<file path="config.mk">
export PLATFORM = sky130hd
export DESIGN_NAME = ex_stage
export DESIGN_NICKNAME = d
export VERILOG_FILES = /design/src/rtl/ex_stage_pkg.sv /design/src/rtl/ex_alu.sv /design/src/rtl/ex_stage.sv
export SDC_FILE = /design/constraint.sdc
export NUM_CORES = 1
export LEC_CHECK = 0
export CAP_MARGIN = 20
export CELL_PAD_IN_SITES_DETAIL_PLACEMENT = 1
export CELL_PAD_IN_SITES_GLOBAL_PLACEMENT = 1
export CORE_MARGIN = 2
export CORE_UTILIZATION = 39
export CTS_BUF_LIST = sky130_fd_sc_hd__clkbuf_4 sky130_fd_sc_hd__clkbuf_8
export CTS_CLUSTER_SIZE = 24
export DETAILED_ROUTE_END_ITERATION = 8
export PLACE_DENSITY = 0.77
export SLEW_MARGIN = 0
export SYNTH_ARGS = -nofsm -noshare
export SYNTH_HDL_FRONTEND = slang
export SYNTH_HIERARCHICAL = 1
export SYNTH_SLANG_ARGS = --single-unit
</file>
<file path="constraint.sdc">
create_clock -name clk -period 2.4 [get_ports clk]
set_input_delay 0.36 -clock clk [delete_from_list [all_inputs] [get_ports clk]]
set_output_delay 0.36 -clock clk [all_outputs]
set_load 0.01 [all_outputs]
</file>
<file path="src/rtl/ex_stage_pkg.sv">
// Shared definitions for the execute stage: default widths, ALU op / result-class
// codes and the bubble values loaded into the pipeline latches.
package ex_stage_pkg;

  localparam int EX_DW   = 32;
  localparam int EX_AW   = 5;
  localparam int EX_OPW  = 8;
  localparam int EX_SELW = 3;

  localparam logic [EX_OPW-1:0] EXE_NOP_OP = 8'h00;
  localparam logic [EX_OPW-1:0] EXE_AND_OP = 8'h24;
  localparam logic [EX_OPW-1:0] EXE_OR_OP  = 8'h25;
  localparam logic [EX_OPW-1:0] EXE_XOR_OP = 8'h26;
  localparam logic [EX_OPW-1:0] EXE_NOR_OP = 8'h27;
  localparam logic [EX_OPW-1:0] EXE_SLL_OP = 8'h7C;
  localparam logic [EX_OPW-1:0] EXE_SRL_OP = 8'h02;
  localparam logic [EX_OPW-1:0] EXE_SRA_OP = 8'h03;

  localparam logic [EX_SELW-1:0] EXE_RES_NOP   = 3'b000;
  localparam logic [EX_SELW-1:0] EXE_RES_LOGIC = 3'b001;
  localparam logic [EX_SELW-1:0] EXE_RES_SHIFT = 3'b010;

  // Bit positions inside the controller's {stall_mem, stall_ex, stall_id} vector.
  localparam int STALL_ID  = 0;
  localparam int STALL_EX  = 1;
  localparam int STALL_MEM = 2;

  typedef struct packed {
    logic [EX_OPW-1:0]  aluop;
    logic [EX_SELW-1:0] alusel;
    logic [EX_DW-1:0]   data1;
    logic [EX_DW-1:0]   data2;
    logic               we;
    logic [EX_AW-1:0]   waddr;
  } idex_t;

  typedef struct packed {
    logic               we;
    logic [EX_AW-1:0]   waddr;
    logic [EX_DW-1:0]   wdata;
  } exmem_t;

  localparam idex_t IDEX_BUBBLE = '{
    aluop:  EXE_NOP_OP,
    alusel: EXE_RES_NOP,
    data1:  '0,
    data2:  '0,
    we:     1'b0,
    waddr:  '0
  };

  localparam exmem_t EXMEM_BUBBLE = '{we: 1'b0, waddr: '0, wdata: '0};

endpackage

</file>
<file path="src/rtl/ex_alu.sv">
// Single-cycle logic/shift ALU. Purely combinational; the result class selects
// which unit drives the output, anything unrecognised yields zero.
module ex_alu
  import ex_stage_pkg::*;
#(
  parameter int DW   = EX_DW,
  parameter int OPW  = EX_OPW,
  parameter int SELW = EX_SELW
) (
  input  logic [OPW-1:0]  aluop_i,
  input  logic [SELW-1:0] alusel_i,
  input  logic [DW-1:0]   d1_i,
  input  logic [DW-1:0]   d2_i,
  output logic [DW-1:0]   result_o
);

  localparam int SHW = $clog2(DW);

  logic [SHW-1:0] shamt;
  logic [DW-1:0]  logic_res;
  logic [DW-1:0]  shift_res;

  // Shift amount comes from operand 1; its upper bits are ignored.
  assign shamt = d1_i[SHW-1:0];

  // NOTE: every output of a combinational block gets a default first, so no path
  // through the case statements can leave it unassigned and infer a latch.
  always_comb begin
    logic_res = '0;
    shift_res = '0;
    result_o  = '0;

    unique case (aluop_i)
      EXE_AND_OP: logic_res = d1_i & d2_i;
      EXE_OR_OP:  logic_res = d1_i | d2_i;
      EXE_XOR_OP: logic_res = d1_i ^ d2_i;
      EXE_NOR_OP: logic_res = ~(d1_i | d2_i);
      default:    logic_res = '0;
    endcase

    unique case (aluop_i)
      EXE_SLL_OP: shift_res = d2_i << shamt;
      EXE_SRL_OP: shift_res = d2_i >> shamt;
      EXE_SRA_OP: shift_res = DW'($signed(d2_i) >>> shamt);
      default:    shift_res = '0;
    endcase

    unique case (alusel_i)
      EXE_RES_LOGIC: result_o = logic_res;
      EXE_RES_SHIFT: result_o = shift_res;
      default:       result_o = '0;
    endcase
  end

endmodule

</file>
<file path="src/rtl/ex_stage.sv">
// Execute stage: ID/EX latch, logic/shift ALU, EX/MEM latch and a retirement
// counter, with stall/bubble/flush handling from the pipeline controller.
module ex_stage
  import ex_stage_pkg::*;
#(
  parameter int DW   = EX_DW,
  parameter int AW   = EX_AW,
  parameter int OPW  = EX_OPW,
  parameter int SELW = EX_SELW
) (
  input  logic            clk,
  input  logic            rst_n,
  input  logic [OPW-1:0]  id_aluop_i,
  input  logic [SELW-1:0] id_alusel_i,
  input  logic [DW-1:0]   id_data1_i,
  input  logic [DW-1:0]   id_data2_i,
  input  logic            id_we_i,
  input  logic [AW-1:0]   id_waddr_i,
  input  logic [2:0]      stall_i,
  input  logic            flush_i,
  output logic            ex_we_o,
  output logic [AW-1:0]   ex_waddr_o,
  output logic [DW-1:0]   ex_wdata_o,
  output logic            mem_we_o,
  output logic [AW-1:0]   mem_waddr_o,
  output logic [DW-1:0]   mem_wdata_o,
  output logic [31:0]     retired_o
);

  idex_t       idex_q,    idex_d;
  exmem_t      exmem_q,   exmem_d;
  logic [31:0] retired_q, retired_d;
  logic [DW-1:0] alu_result;

  logic stall_id, stall_ex, stall_mem;
  assign stall_id  = stall_i[STALL_ID];
  assign stall_ex  = stall_i[STALL_EX];
  assign stall_mem = stall_i[STALL_MEM];

  ex_alu #(
    .DW   (DW),
    .OPW  (OPW),
    .SELW (SELW)
  ) u_alu (
    .aluop_i  (idex_q.aluop),
    .alusel_i (idex_q.alusel),
    .d1_i     (idex_q.data1),
    .d2_i     (idex_q.data2),
    .result_o (alu_result)
  );

  assign ex_we_o    = idex_q.we;
  assign ex_waddr_o = idex_q.waddr;
  assign ex_wdata_o = alu_result;

  assign mem_we_o    = exmem_q.we;
  assign mem_waddr_o = exmem_q.waddr;
  assign mem_wdata_o = exmem_q.wdata;
  assign retired_o   = retired_q;

  // A stage inserts a bubble when its upstream is stalled but it is free to move.
  always_comb begin
    idex_d = idex_q;
    if (flush_i) begin
      idex_d = IDEX_BUBBLE;
    end else if (stall_id && !stall_ex) begin
      idex_d = IDEX_BUBBLE;
    end else if (!stall_ex) begin
      idex_d = '{
        aluop:  id_aluop_i,
        alusel: id_alusel_i,
        data1:  id_data1_i,
        data2:  id_data2_i,
        we:     id_we_i,
        waddr:  id_waddr_i
      };
    end
  end

  always_comb begin
    exmem_d = exmem_q;
    if (flush_i) begin
      exmem_d = EXMEM_BUBBLE;
    end else if (stall_ex && !stall_mem) begin
      exmem_d = EXMEM_BUBBLE;
    end else if (!stall_mem) begin
      exmem_d = '{we: ex_we_o, waddr: ex_waddr_o, wdata: ex_wdata_o};
    end
  end

  // The entry in EX/MEM retires on any edge where MEM is not stalled; wraps naturally.
  always_comb begin
    retired_d = retired_q + {31'b0, (exmem_q.we && !stall_mem)};
  end

  // NOTE: state registers use non-blocking assignments so every flop samples the
  // pre-edge values of the others, regardless of statement order.
  always_ff @(posedge clk or negedge rst_n) begin
    if (!rst_n) begin
      idex_q    <= IDEX_BUBBLE;
      exmem_q   <= EXMEM_BUBBLE;
      retired_q <= '0;
    end else begin
      idex_q    <= idex_d;
      exmem_q   <= exmem_d;
      retired_q <= retired_d;
    end
  end

endmodule
</file>
==> flow_summary.json <==
{
  "synth_edf_count": 0,
  "worstPathRequired_ns": 2.04,
  "synth_area_leaders": "dfrtp_1 (31%), a22o_1 (8.9%), ha_1 (7.0%), mux2i_1 (6.5%), mux4_2 (5.1%)",
  "io_pins": 195,
  "root_buffer": "clkbuf_8",
  "crit_buf_inv": 5,
  "ys_types": 86,
  "synthTopCellsByCount": "dfrtp_1 (151), a22o_1 (124), nand2_1 (97), inv_1 (87), nor2_1 (82)",
  "h-tree-depth": 4,
  "layout_setup_ws_ns": -1.090,
  "clock_skew_ns": 0.02393,
  "r2r_end": "mem_wdata_o[0]",
  "tns_ns": -40.53,
  "cts_buffers": 17,
  "violations": "negative setup slack",
  "hold_path.class": "in2async",
  "vias": 14610,
  "vdd_drop_max_mv": 0.3851,
  "cp.depth": 9,
  "gp_congestion": 0.9997,
  "crit_path_end_kind": "primary output",
  "clock_latency_ns": 0.55,
  "clk_path_buf_depth": 2,
  "ys_async_sr_fraction": 1.000,
  "yosys_warnings": 6,
  "portBuffers": 194,
  "seq_area_frac_synth": 0.3083,
  "dr.pass1.iters": 5,
  "maxSlewHeadroom": 0.5562,
  "cts_tree": "done",
  "cts.sinks": 151,
  "die_height_um": 181.3,
  "max_freq_ghz": 0.2866,
  "first_global_vias": 14860,
  "antenna_found_initial": 3,
  "start_kind": "flop",
  "slowest_delay_ns": 0.59,
  "dp.cells": 2168,
  "rows": 64,
  "finalSetupViolCount": 64,
  "drc_errors": 0,
  "p_per_area_nw_per_um2": 348.1,
  "ant_nets": 0,
  "netlist.area_leader.share": 0.3083,
  "cp_top_family": "multiplexers",
  "wl_mm": 71.62,
  "hold_violations": 0,
  "ys_ff_latch": 151,
  "maxCapViolCount": 0,
  "mappedNetlistArea_um2": 12260,
  "nNetsFinal": 2019,
  "hpwlAfterDp_mm": 47.88,
  "crit_chain": "buf_12 > buf_8 > buf_6 > mux2_4 > mux4_2 > mux2i_2 > buf_4 > o221ai_4 > buf_6",
  "die_w_um": 181.3,
  "post_drt_wl_per_cell_um": 31.49,
  "status": "finished, violations left",
  "worst_slew_pin_slew_ns": 0.6657,
  "cp-endpoint": "ex_wdata_o[16]",
  "drt_iter0_drc": 1340,
  "syn-mean-instance-area_um2": 9.285,
  "crit_type": "reg2out",
  "finalPower_mw": 6.951,
  "fin_area_um2": 19970,
  "start_util": 0.3986,
  "grt_pass1_wl_mm": 98.16,
  "worstReg2RegStart": "idex_q[39]",
  "dominantRegCellSynth": "dfrtp_1",
  "dieArea_um2": 32860,
  "area_delta_synth_final_pct": 62.90,
  "coreArea_um2": 30750,
  "r2r_cells": 11,
  "grt_max_degree": 82,
  "min_period_over_period": 1.454,
  "drv_slew": 0,
  "pre_cts_ws_ns": -1.015,
  "cp_common_cell": "buf_6",
  "p_leak_nw": 8.501,
  "cp_max_fo": 6,
  "slowest_stage": "mux4_2",
  "drive_gt1_frac": 0.4293,
  "worstSetupStartpoint": "idex_q[39]",
  "syn_nets": 1476,
  "layout.cells.non_filler": 2274,
  "synthCells": 1320,
  "viasPerCell": 6.426,
  "cp.arrival_ns": 3.13,
  "track_usage": 0.4008,
  "r2r_slack_ns": -0.56,
  "placed_cell_area_um2": 17160,
  "yosysMostFrequentCell": "dfrtp_1",
  "synth_top_area_cell": "dfrtp_1",
  "cts.clk_slew.worst_paths_ns": 0.11,
  "rsz0062_at_grt": "yes",
  "fin_crit_ns": 3.490,
  "grt-ovfl-total": 0
}
[report_power, final]
part	leakage, nW	switching [mW]	total (mW)	internal (mW)
sequential	2.06	0.0948	2.70	2.60
combinational	6.24	1.12	2.08	0.951
clock	0.202	1.22	2.18	0.958
[layout make-up]
| type | instances | area [um2] |
|---|---|---|
| antenna | 3 | 7.507 |
| clock buffer | 18 | 247.7 |
| clock inverter | 13 | 146.4 |
| fill | 3279 | 10780 |
| inverter | 90 | 346.6 |
| multi-input combinational | 959 | 9065 |
| sequential | 151 | 3794 |
| tap | 396 | 495.5 |
| timing repair buffer | 644 | 5864 |
[what timing repair did]
item / 4_1_cts / 5_1_grt
endpoints found under the setup margin: 64 / 64
buffers inserted: 63 / 28
endpoints found under the hold margin: 54 / 0
gates cloned: 3 / 1
hold buffers: 1 / 0
gates resized for setup: 423 / 114
pin swaps: 95 / 65
[routing by layer]
metal / track usage / wire, um
met5: 0 / 28
met4: 0.1883 / 5489
met3: 0.07660 / 6345
met2: 0.6699 / 32890
met1: 0.5001 / 26860
[worst min path at each step]
stage                    end  slack, ns  cells after the start
6_report          idex_q[69]       0.41                      2
5_1_grt           idex_q[78]       0.40                      2
4_1_cts           idex_q[40]       0.40                      2
3_5_place_dp        mem_we_o       0.41                      1
3_3_place_gp   ex_waddr_o[1]       0.40                      1
2_1_floorplan  ex_waddr_o[0]       0.06                      0
[sequential cells by signal (all words and copies together), names as in the netlist]
name	cells
mem_waddr_o	5
mem_we_o	1
retired_o	32
ex_waddr_o	5
ex_we_o	1
mem_wdata_o	32
idex_q	75
[through the flow]
stage | hold WS [ns] | util
floorplan | 0.06441 | -
global placement | 0.4000 | 0.5579
detailed placement | 0.4136 | 0.5579
CTS | 0.3967 | 0.6274
global route | 0.3970 | 0.6493
finish | 0.4106 | 0.6493
[cells by family (layout without fill, tap and decap cells)]
logic type,after synthesis,in the layout,share of synthesized area
AND/OR/NAND/NOR,315,315,0.1279
flip-flops,151,151,0.3083
adder cells (fa/ha/maj),69,69,0.07044
buffers and inverters,210,765,0.08126
XOR/XNOR,30,30,0.02144
multiplexers,141,141,0.1563
other,0,3,0
AO/OA/AOI/OAI,404,404,0.2344
[worst reg2reg max path, delay by kind of cell, from the launching register on]
kind / cells / cell delay [ns]
muxes: 3 / 1.17
buffers and inverters: 6 / 0.86
DFF: 1 / 0.51
AOI/OAI and AO/OA: 2 / 0.30
[layout by cell type (no fill, tap or decap), types with 11 or more instances in the layout]
cell / synthesis / final
buf_4: 13 / 360
clkdlybuf4s50_1: 0 / 161
dfrtp_1: 151 / 143
a22o_1: 124 / 123
nand2_1: 97 / 86
inv_1: 87 / 85
ha_1: 69 / 69
nor2_1: 82 / 67
o21ai_0: 79 / 63
buf_6: 9 / 57
mux2i_1: 80 / 45
a21oi_1: 69 / 45
mux4_2: 28 / 32
nand3_1: 31 / 30
buf_12: 3 / 27
buf_2: 24 / 26
xnor2_1: 25 / 25
mux2i_4: 0 / 23
a21oi_2: 0 / 19
clkbuf_8: 0 / 18
mux2_4: 2 / 15
o22ai_2: 0 / 15
nand4_1: 13 / 13
nor3_1: 24 / 12
mux2i_2: 0 / 12
and3_1: 15 / 11
mux2_2: 24 / 11
o211ai_1: 11 / 11
Power figures use the tool's default switching activity.
